`src/rtl/gpio_in_pkg.sv`:
```
// Shared definitions for the GPIO input block: register map, selector type
// and the pending-flag update rule used by the top level.
package gpio_in_pkg;

  localparam int unsigned GPIO_PINS = 8;

  // Register addresses, shared with the bus decoder and firmware headers.
  localparam int unsigned ADDR_IN      = 32'h00;
  localparam int unsigned ADDR_RISE_EN = 32'h01;
  localparam int unsigned ADDR_FALL_EN = 32'h02;
  localparam int unsigned ADDR_PENDING = 32'h03;
  localparam int unsigned ADDR_RAW     = 32'h04;

  typedef enum logic [2:0] {
    SEL_IN,
    SEL_RISE_EN,
    SEL_FALL_EN,
    SEL_PENDING,
    SEL_RAW,
    SEL_NONE
  } reg_sel_e;

  // Addresses are zero-extended to 32 bits so any bus width up to 32 decodes
  // exactly, with no aliasing from upper address bits.
  function automatic reg_sel_e decode_addr(input logic [31:0] addr);
    reg_sel_e sel;
    case (addr)
      ADDR_IN:      sel = SEL_IN;
      ADDR_RISE_EN: sel = SEL_RISE_EN;
      ADDR_FALL_EN: sel = SEL_FALL_EN;
      ADDR_PENDING: sel = SEL_PENDING;
      ADDR_RAW:     sel = SEL_RAW;
      default:      sel = SEL_NONE;
    endcase
    return sel;
  endfunction

  // W1C with set priority: a new edge in the same cycle as a clear keeps the flag.
  function automatic logic [GPIO_PINS-1:0] pending_next(
    input logic [GPIO_PINS-1:0] cur,
    input logic [GPIO_PINS-1:0] clr,
    input logic [GPIO_PINS-1:0] set
  );
    return (cur & ~clr) | set;
  endfunction

endpackage

```
`src/rtl/gpio_in_debounce.sv`:
```
// One GPIO input pin: two-flop synchroniser followed by a counter-based
// debouncer that emits single-cycle rise/fall pulses as the stable value moves.
module gpio_in_debounce
  import gpio_in_pkg::*;
#(
  parameter int DEBOUNCE_CYCLES = 12000
) (
  input  logic CLK,
  input  logic RSTb,
  input  logic PIN,
  output logic SYNC2,
  output logic STABLE,
  output logic RISE,
  output logic FALL
);

  localparam int CNT_W = $clog2(DEBOUNCE_CYCLES) + 1;
  localparam logic [CNT_W-1:0] TERMINAL = CNT_W'(DEBOUNCE_CYCLES - 1);

  logic             sync1;
  logic [CNT_W-1:0] cnt;
  logic             settle;

  // The pulses are combinational so the pending register captures an edge on
  // the very clock edge that moves STABLE.
  assign settle = (SYNC2 != STABLE) && (cnt == TERMINAL);
  assign RISE   = settle &&  SYNC2;
  assign FALL   = settle && !SYNC2;

  // NOTE: non-blocking assignments make every flop here sample pre-edge values,
  // which is what turns sync1/SYNC2 into a real two-stage synchroniser.
  always_ff @(posedge CLK) begin
    if (!RSTb) begin
      sync1  <= 1'b0;
      SYNC2  <= 1'b0;
      STABLE <= 1'b0;
      cnt    <= '0;
    end else begin
      sync1 <= PIN;
      SYNC2 <= sync1;
      if (SYNC2 == STABLE || settle) begin
        cnt <= '0;
      end else begin
        cnt <= cnt + 1'b1;
      end
      if (settle) begin
        STABLE <= SYNC2;
      end
    end
  end

endmodule

```
`src/rtl/gpio_in.sv`:
```
// Memory-mapped 8-pin GPIO input port with per-pin debounce, edge enables,
// a W1C pending register and a level interrupt.
module gpio_in
  import gpio_in_pkg::*;
#(
  parameter int BITS            = 16,
  parameter int ADDRESS_BITS    = 8,
  parameter int CLK_FREQ        = 12000000,
  parameter int DEBOUNCE_CYCLES = CLK_FREQ / 1000
) (
  input  logic                    CLK,
  input  logic                    RSTb,
  input  logic [ADDRESS_BITS-1:0] ADDRESS,
  input  logic [BITS-1:0]         DATA_IN,
  output logic [BITS-1:0]         DATA_OUT,
  input  logic                    WR,
  input  logic [GPIO_PINS-1:0]    PINS_IN,
  output logic                    IRQ
);

  logic [GPIO_PINS-1:0] raw;
  logic [GPIO_PINS-1:0] stable;
  logic [GPIO_PINS-1:0] rise;
  logic [GPIO_PINS-1:0] fall;

  logic [GPIO_PINS-1:0] rise_en;
  logic [GPIO_PINS-1:0] fall_en;
  logic [GPIO_PINS-1:0] pending;

  logic [GPIO_PINS-1:0] w1c_mask;
  logic [GPIO_PINS-1:0] edge_set;
  logic [GPIO_PINS-1:0] rd_data;
  reg_sel_e             sel;

  // Only the low byte carries register data; the rest of the bus is ignored.
  logic unused_data_in;
  assign unused_data_in = ^DATA_IN;

  for (genvar p = 0; p < GPIO_PINS; p++) begin : g_pin
    gpio_in_debounce #(
      .DEBOUNCE_CYCLES(DEBOUNCE_CYCLES)
    ) u_debounce (
      .CLK   (CLK),
      .RSTb  (RSTb),
      .PIN   (PINS_IN[p]),
      .SYNC2 (raw[p]),
      .STABLE(stable[p]),
      .RISE  (rise[p]),
      .FALL  (fall[p])
    );
  end

  assign sel      = decode_addr(32'(ADDRESS));
  assign w1c_mask = (WR && sel == SEL_PENDING) ? DATA_IN[GPIO_PINS-1:0] : '0;
  // Enables are the registered values, so a write lands for edges from the next cycle.
  assign edge_set = (rise & rise_en) | (fall & fall_en);

  always_ff @(posedge CLK) begin
    if (!RSTb) begin
      rise_en <= '0;
      fall_en <= '0;
      pending <= '0;
    end else begin
      if (WR && sel == SEL_RISE_EN) begin
        rise_en <= DATA_IN[GPIO_PINS-1:0];
      end
      if (WR && sel == SEL_FALL_EN) begin
        fall_en <= DATA_IN[GPIO_PINS-1:0];
      end
      pending <= pending_next(pending, w1c_mask, edge_set);
    end
  end

  // NOTE: rd_data gets a default before the case so no latch is inferred
  // for unmapped addresses.
  always_comb begin
    rd_data = '0;
    case (sel)
      SEL_IN:      rd_data = stable;
      SEL_RISE_EN: rd_data = rise_en;
      SEL_FALL_EN: rd_data = fall_en;
      SEL_PENDING: rd_data = pending;
      SEL_RAW:     rd_data = raw;
      default:     rd_data = '0;
    endcase
  end

  assign DATA_OUT = BITS'(rd_data);
  assign IRQ      = |pending;

endmodule

```
`config.mk`:
```
export PLATFORM = sky130hd
export DESIGN_NAME = gpio_in
export DESIGN_NICKNAME = d
export VERILOG_FILES = /design/src/rtl/gpio_in_pkg.sv /design/src/rtl/gpio_in_debounce.sv /design/src/rtl/gpio_in.sv
export SDC_FILE = /design/constraint.sdc
export NUM_CORES = 1
export LEC_CHECK = 0
export ABC_AREA = 1
export CAP_MARGIN = 20
export CORE_MARGIN = 5
export CORE_UTILIZATION = 45
export DETAILED_ROUTE_END_ITERATION = 12
export GPL_TIMING_DRIVEN = 0
export SYNTH_ARGS = -nofsm -noshare
export SYNTH_HDL_FRONTEND = slang
export SYNTH_SLANG_ARGS = --single-unit
```
`constraint.sdc`:
```
create_clock -name CLK -period 1.7 [get_ports CLK]
set_input_delay 0.34 -clock CLK [delete_from_list [all_inputs] [get_ports CLK]]
set_output_delay 0.34 -clock CLK [all_outputs]
set_load 0.1 [all_outputs]
```
==> results of run 1 <==
cell usage after synthesis (all sizes together):
library cell	number
a21o	1
a21oi	65
buf	23
clkbuf	5
conb	1
dfxtp	168
ha	8
inv	156
nand2	332
nand3	127
nand4	35
nor2	233
nor3	13
nor4	2
o21ai	21
or2	9
xnor2	22
xor2	33
placed cells by master (no fill, tap or decap), types with 7 or more instances in the layout:
cell / netlist / layout
sky130_fd_sc_hd__a21oi_1: 60 / 60
sky130_fd_sc_hd__buf_12: 0 / 12
sky130_fd_sc_hd__buf_2: 3 / 7
sky130_fd_sc_hd__buf_4: 15 / 31
sky130_fd_sc_hd__buf_6: 4 / 17
sky130_fd_sc_hd__clkbuf_1: 5 / 7
sky130_fd_sc_hd__clkbuf_16: 0 / 17
sky130_fd_sc_hd__clkdlybuf4s50_1: 0 / 16
sky130_fd_sc_hd__conb_1: 1 / 8
sky130_fd_sc_hd__dfxtp_1: 168 / 160
sky130_fd_sc_hd__dfxtp_2: 0 / 8
sky130_fd_sc_hd__inv_1: 152 / 149
sky130_fd_sc_hd__nand2_1: 325 / 289
sky130_fd_sc_hd__nand2_2: 7 / 26
sky130_fd_sc_hd__nand2_4: 0 / 17
sky130_fd_sc_hd__nand3_1: 121 / 111
sky130_fd_sc_hd__nand3_2: 5 / 15
sky130_fd_sc_hd__nand4_1: 35 / 35
sky130_fd_sc_hd__nor2_1: 207 / 195
sky130_fd_sc_hd__nor2_2: 19 / 23
sky130_fd_sc_hd__nor2_4: 7 / 15
sky130_fd_sc_hd__nor3_1: 11 / 11
sky130_fd_sc_hd__o21ai_0: 21 / 21
sky130_fd_sc_hd__xnor2_1: 22 / 22
sky130_fd_sc_hd__xor2_1: 33 / 33
logic make-up after synthesis:
logic type	after synthesis	synth area share, %
other cells	1	0.0443
xor+xnor	55	5.69
buf+inv	184	9.35
simple gates	751	38.7
fa+ha+maj	8	1.18
compound gates	87	5.39
flops	168	39.7
power by group:
group          internal (uW)  switching (uW)  total (uW)
registers               3960            21.0        3980
clock network           2450            1610        4060
logic                    116             224         340
total                   6530            1850        8380
registers in the layout, summed over array words and instances, names as in the netlist:
signal / count
g_pin.u_debounce.cnt: 120
rise_en: 8
fall_en: 8
g_pin.u_debounce.SYNC2: 8
g_pin.u_debounce.STABLE: 8
g_pin.u_debounce.sync1: 8
pending: 8
metal layers:
metal / up-vias / part of all wire, % / track usage (%)
met3: 26 / 3.9 / 4.10
met2: 118 / 46 / 30.5
met1: 3455 / 48 / 25.0
met4: 0 / 2.0 / 5.50
met5: - / 0 / 0
li1: 4102 / - / -
critical path, cell delays in order:
cell	delay (ps)
sky130_fd_sc_hd__buf_6	100
sky130_fd_sc_hd__nor2_4	110
sky130_fd_sc_hd__nand2_4	100
sky130_fd_sc_hd__buf_6	130
sky130_fd_sc_hd__nor2_4	190
sky130_fd_sc_hd__buf_12	150
sky130_fd_sc_hd__nand2_4	50
sky130_fd_sc_hd__nand2_4	70
sky130_fd_sc_hd__nor2_4	40
sky130_fd_sc_hd__nand2_4	70
sky130_fd_sc_hd__buf_12	170
area by class of cell:
cell class              count  area (um2)  area share (%)
plain buffers              28         214            2.04
flip-flops and latches    168        3370            32.2
clock buffers              19         433            4.13
multi-input cells         909        4700            44.8
well taps                 234         293            2.79
clock inverters            12         178            1.69
repair buffers             63         709            6.76
inverters                 156         589            5.62
stage by stage:
step                cell area, um2  setup TNS [ps]
floorplan                     8560               0
global placement              9180          -18680
detailed placement            9180          -19160
CTS                          10200            -890
global route                 10500           -1610
finish                       10500           -1150
worst max path at each step:
stage	endpoint	slack (ps)	cells after the start
floorplan	DATA_OUT[4]	30	8
global placement	DATA_OUT[0]	-1670	9
detailed placement	DATA_OUT[2]	-1690	8
CTS	DATA_OUT[0]	-110	11
global route	DATA_OUT[2]	-220	11
finish	DATA_OUT[2]	-170	11
timing repair:
action | in CTS | in global routing
buffers inserted | 22 | 6
pin swaps | 29 | 28
gates cloned | 2 | 0
gates resized for setup | 167 | 51
endpoints found under the setup margin | 12 | 81
==> results.md, run 1 <==
* Result of the run: complete, but fails checks
* Failing checks: setup timing
* Clock tree from TritonCTS: yes
* Global router's overall resource usage at about a fifth
* Antenna diodes at 0
* Quantity of hold-fixing buffers added after cts at 0
* Area enclosed by the die boundary at around 22000 um2
* Power density normalized to cell area at between 700 and 800 nW/um2
* Total core area at between 15000 and 20000 um2
* Total clock buffers created by CTS at 17
* Hold wc startpoint: RSTb
* Library cells used by synthesis at 30
* Worst EP required at ~1400 ps
* Pin count of the biggest net entering global routing at 17
* Biggest fanout along the worst timing path at 5
* Number of inserted filler cells in the final layout at about 1800
* Sequential-to-total area share from yosys stat at just under 40%
* Total global routing overflow at 0
* Hold-critical path endpoint: g_pin[3].u_debounce.cnt[9]$_SDFF_PP0_
* Leakage component of the power at 0.00372 uW
* Number of warnings issued by yosys at 0
* Synth Area per Inst at just under 7 um2
* Overall die height at 147 um
* DR iter-0 viols at roughly 300
* Clock-pin slew of the registers on the worst-case setup and hold paths at 60 ps
* Sort of element at the end of the critical path: output pin
* Headroom to the max-slew limit at 62.1%
* Largest voltage drop on the vdd net at slightly above 0.6 mV
* Root buffer cell: sky130_fd_sc_hd__clkbuf_16
* Net count, final at around 1400
* Routed wirelength normalized by instance count at 12.5 um
* Highest clock frequency the design can meet at around 0.54 GHz
* Number of vias per cell at around 4.8
* RD Place Congestion at between 0.8 and 0.9
* Transition time at the pin with the least slew margin at 568 ps
* Start point of the critical path: ADDRESS[7]
* Number of global-route vias before repair at just over 7000
* Total number of H-tree levels at 4
* Final Core Density at 56.3%
* Portion of synthesized cell area occupied by the leading cell type at about two fifths
* Power, Total at around 8400 uW
* Number of cells in the design after placement at 1528
* Drt total wl at between 15000 and 20000 um
* Final Hold Slack at around 340 ps
* Detailed-placement wirelength estimate at between 10000 and 15000 um
* Fin. max-slew vios at 0
* Post-route antenna net violation count at 0
* Final setup slack of the worst path at -165 ps
* Post-Route Skew at between 6 and 7 ps
* Period Utilization, post-route at 110%
* Chip width at approximately 150 um
* Antenna violations before repair at 0
* Library cell occupying the most area in the post-synthesis netlist: sky130_fd_sc_hd__dfxtp_1
* Post-synthesis sequential element count at ~170
* Number of standard-cell rows in the floorplan at 50
* Worst-skew pair later-pin latency at roughly 430 ps
* Max Cap Viol at 0
* Number of search-and-repair iterations in the first detailed-routing pass at 5
* Total vias in the final route at 7701
* Startpoint Class: input pin
* Wire length of the first global-routing pass at about 34000 um
* CTS Buffer Depth at 2
* Leading post-synthesis cells by cell area: sky130_fd_sc_hd__dfxtp_1, sky130_fd_sc_hd__nand2_1, sky130_fd_sc_hd__nor2_1, sky130_fd_sc_hd__nand3_1, sky130_fd_sc_hd__inv_1
* Setup WS pre-CTS at -1690 ps
* Reg-to-reg startpoint: g_pin[1].u_debounce.cnt[0]$_SDFF_PP0_
* DRC violation count after routing at 0
* Arr. time, crit path at approximately 1500 ps
* Endpoint of the worst register-to-register path: g_pin[1].u_debounce.cnt[7]$_SDFF_PP0_
* Number of setup violations in the final report at 9
* Setup repair after global routing missed its margin: yes
* Setup slack on the worst flop-to-flop path at 160 ps
* Clock net sink count at between 150 and 200
* Post-Syn Area at 8470 um2
* Number of ports placed on the die boundary at between 50 and 60
* Final hold viol count at 0
* Count of mapped cells out of synthesis at 1254
* Class of the most critical setup path: in -> out
* Final worst path period need at about 1900 ps
* Number of cells on the worst reg-to-reg path at 7
* # port buffers at 33
* Worst hold stages at 3
* Non-filler cells in the finished layout at between 1500 and 2000
* Initial Utilization at between 40% and 50%
* Share of cells above drive strength 1 at approximately 17%
* Class of the tightest hold or removal check: in -> reg
* Area Overhead vs Synth at 23.8%
Note: power is estimated with default switching activity, not from simulation.
==> inputs of run 2 (changes only) <==
--- a/config.mk
+++ b/config.mk
@@ -9,6 +9,7 @@
 export CAP_MARGIN = 20
 export CORE_MARGIN = 5
 export CORE_UTILIZATION = 45
+export CTS_BUF_LIST = sky130_fd_sc_hd__clkbuf_4 sky130_fd_sc_hd__clkbuf_8
 export DETAILED_ROUTE_END_ITERATION = 12
 export GPL_TIMING_DRIVEN = 0
 export SYNTH_ARGS = -nofsm -noshare
==> run 2 against run 1 <==
The flow still finishes with violations (setup timing). Final area is 1.9% lower. Clock-buffer cell count stayed put. First-iteration DRC count increased by 7.6%. Worst setup slack got worse by 17 ps.
==> results.md, run 2 (synthesized netlist as in run 1, its figures left out) <==
* Max reg flops at 120 (unchanged)
* Total global routing overflow at 0 (unchanged)
* Headroom to the max-slew limit at 62.9% (was 62.1%)
* Reg-to-reg startpoint: g_pin[4].u_debounce.cnt[0]$_SDFF_PP0_ (was g_pin[1].u_debounce.cnt[0]$_SDFF_PP0_)
* Result of the run: complete, but fails checks (unchanged)
* Non-filler cells in the finished layout at 1587 (was 1589)
* Final setup slack of the worst path at -182 ps (was -165 ps)
* Fin. max-slew vios at 0 (unchanged)
* RD Place Congestion at 0.839 (unchanged)
* Hold-critical path endpoint: pending[2]$_SDFF_PN0_ (was g_pin[3].u_debounce.cnt[9]$_SDFF_PP0_)
* DR iter-0 viols at 327 (was 304)
* Endpoint of the worst register-to-register path: g_pin[4].u_debounce.cnt[13]$_SDFF_PP0_ (was g_pin[1].u_debounce.cnt[7]$_SDFF_PP0_)
* Clock-pin slew of the registers on the worst-case setup and hold paths at 80 ps (was 60 ps)
* Register name with the most flops: g_pin.u_debounce.cnt (unchanged)
* Power density normalized to cell area at 720 nW/um2 (was 799 nW/um2)
* Hold wc startpoint: WR (was RSTb)
* Leading cell type in the layout, fill and taps excluded: sky130_fd_sc_hd__nand2_1 (unchanged)
* Number of search-and-repair iterations in the first detailed-routing pass at 5 (unchanged)
* Overall die height at 147 um (unchanged)
* # port buffers at 33 (unchanged)
* Transition time at the pin with the least slew margin at 556 ps (was 568 ps)
* Arr. time, crit path at 1540 ps (was 1530 ps)
* Kind of cell with the highest combined delay on the critical path: simple AND/OR/NAND/NOR gates (unchanged)
* Routed wirelength normalized by instance count at 12.5 um (about the same)
* Pin count of the biggest net entering global routing at 17 (unchanged)
* Power, Total at 7410 uW (was 8380 uW)
* Highest clock frequency the design can meet at 0.531 GHz (was 0.536 GHz)
* Total number of H-tree levels at 4 (unchanged)
* Chip width at 147 um (unchanged)
* Root buffer cell: sky130_fd_sc_hd__clkbuf_8 (was sky130_fd_sc_hd__clkbuf_16)
* Layout Cell Area excl Fill at 10300 um2 (was 10500 um2)
* Number of setup violations in the final report at 9 (unchanged)
* Number of cells on the worst reg-to-reg path at 7 (unchanged)
* Setup repair after global routing missed its margin: yes (unchanged)
* Worst hold stages at 4 (was 3)
* Number of ports placed on the die boundary at 52 (unchanged)
* Commonest non-fill, non-tap cells in the layout: sky130_fd_sc_hd__nand2_1, sky130_fd_sc_hd__nor2_1, sky130_fd_sc_hd__dfxtp_1, sky130_fd_sc_hd__inv_1, sky130_fd_sc_hd__nand3_1 (unchanged)
* Highest-delay cell along the critical path: sky130_fd_sc_hd__buf_12 (was sky130_fd_sc_hd__nor2_4)
* CTS Buffer Depth at 2 (unchanged)
* Class of the tightest hold or removal check: in -> reg (unchanged)
* Post-Route Skew at 9.01 ps (was 6.17 ps)
* Largest voltage drop on the vdd net at 0.504 mV (was 0.609 mV)
* Detailed-placement wirelength estimate at 14000 um (unchanged)
* Share of cells above drive strength 1 at 17.4% (was 17.0%)
* Clock tree from TritonCTS: yes (unchanged)
* Class of the most critical setup path: in -> out (unchanged)
* Biggest fanout along the worst timing path at 5 (unchanged)
* Global router's overall resource usage at 18.5% (was 18.7%)
* DRC violation count after routing at 0 (unchanged)
* Wire length of the first global-routing pass at 33400 um (was 33500 um)
* Number of global-route vias before repair at 7070 (was 7084)
* Period Utilization, post-route at 111% (was 110%)
* Number of cells in the design after placement at 1528 (unchanged)
* Total vias in the final route at 7684 (was 7701)
* Area enclosed by the die boundary at 21700 um2 (unchanged)
* Worst Path Buf+Inv at 4 (unchanged)
* Summed negative setup slack over all endpoints at -1310 ps (was -1150 ps)
* Startpoint Class: input pin (unchanged)
* Leakage component of the power at 0.00362 uW (was 0.00372 uW)
* Area Overhead vs Synth at 21.4% (was 23.8%)
* Antenna diodes at 0 (unchanged)
* Drt total wl at 19800 um (was 19900 um)
* Antenna violations before repair at 0 (unchanged)
* Clock net sink count at 168 (unchanged)
* Failing checks: setup timing (unchanged)
* Worst-skew pair later-pin latency at 450 ps (was 430 ps)
* Max Cap Viol at 0 (unchanged)
* Final worst path period need at 1880 ps (was 1870 ps)
* Net count, final at 1384 (was 1386)
* Total clock buffers created by CTS at 17 (unchanged)
* Worst EP required at 1360 ps (about the same)
* Sort of element at the end of the critical path: output pin (unchanged)
* Final hold viol count at 0 (unchanged)
* Total core area at 18600 um2 (unchanged)
* Initial Utilization at 45.4% (unchanged)
* Number of vias per cell at 4.84 (was 4.85)
* Number of standard-cell rows in the floorplan at 50 (unchanged)
* Cell chain of the critical path: buf_6, nor2_4, nand2_4, buf_6, nor2_4, buf_6, nand2_2, nand2_2, nor2_4, nand2_4, buf_12 (was buf_6, nor2_4, nand2_4, buf_6, nor2_4, buf_12, nand2_4, nand2_4, nor2_4, nand2_4, buf_12)
* Setup slack on the worst flop-to-flop path at 160 ps (about the same)
* Post-route antenna net violation count at 0 (unchanged)
* Delay contributed by the slowest stage of the critical path at 170 ps (was 190 ps)
* Final Hold Slack at 309 ps (was 337 ps)
* Instance area after placement at 9180 um2 (unchanged)
## run 2: routing by layer
layer  track usage [%]  share of wire, %
met1              24.8                48
met2              30.4                47
met3              4.16               3.9
met4              4.75               1.1
met5                 0                 0
## run 2: how the worst max path moves through the flow
| stage | start | endpoint | slack [ps] | cells past startpoint |
|---|---|---|---|---|
| 4_1_cts | pending[2]$_SDFF_PN0_ | IRQ | -140 | 3 |
| 5_1_grt | ADDRESS[4] | DATA_OUT[2] | -230 | 11 |
| 3_5_place_dp | ADDRESS[2] | DATA_OUT[2] | -1690 | 8 |
| 2_1_floorplan | ADDRESS[5] | DATA_OUT[4] | 30 | 8 |
| 3_3_place_gp | ADDRESS[1] | DATA_OUT[0] | -1670 | 9 |
| 6_report | ADDRESS[4] | DATA_OUT[0] | -180 | 11 |
## run 2: cell type report
type	instances	area (um2)
Timing Repair Buffer	61	701
Inverter	156	589
Fill cell	1812	8360
Clock buffer	19	249
Buffer	28	214
Tap cell	234	293
Multi-Input combinational cell	909	4690
Clock inverter	12	178
Sequential cell	168	3370
## run 2: per-stage QoR
step                util, %  setup slack, ps
floorplan                 -             33.0
global placement       49.2            -1670
detailed placement     49.2            -1690
CTS                    54.3             -141
global route           55.2             -231
finish                 55.2             -182
## run 2: tightest hold or removal path: cells and delay by family
kind                   cells  cell delay [ps]
buffers and inverters      1              170
AND/OR/NAND/NOR            2              160
AO/OA/AOI/OAI              1               50
## run 2: where the power goes
part	internal (uW)	total [uW]	leakage (uW)	switching, uW
combinational	115	338	0.00204	224
sequential	3960	3980	0.00136	20.2
clock	1630	3090	0.000216	1470
## run 2: what timing repair did
item / 4_1_cts / 5_1_grt
pin swaps: 36 / 26
resized for setup: 182 / 41
setup buffers: 23 / 4
cloned: 2 / 0
endpoints found under the setup margin: 11 / 81
hold buffers: 0 / 0
==> inputs of run 3 (changes only) <==
--- a/config.mk
+++ b/config.mk
@@ -12,6 +12,7 @@
 export CTS_BUF_LIST = sky130_fd_sc_hd__clkbuf_4 sky130_fd_sc_hd__clkbuf_8
 export DETAILED_ROUTE_END_ITERATION = 12
 export GPL_TIMING_DRIVEN = 0
+export HOLD_SLACK_MARGIN = 0.15
 export SYNTH_ARGS = -nofsm -noshare
 export SYNTH_HDL_FRONTEND = slang
 export SYNTH_SLANG_ARGS = --single-unit
==> results of run 3 <==
Final layout, timing and power as in run 2 (identical DEF).
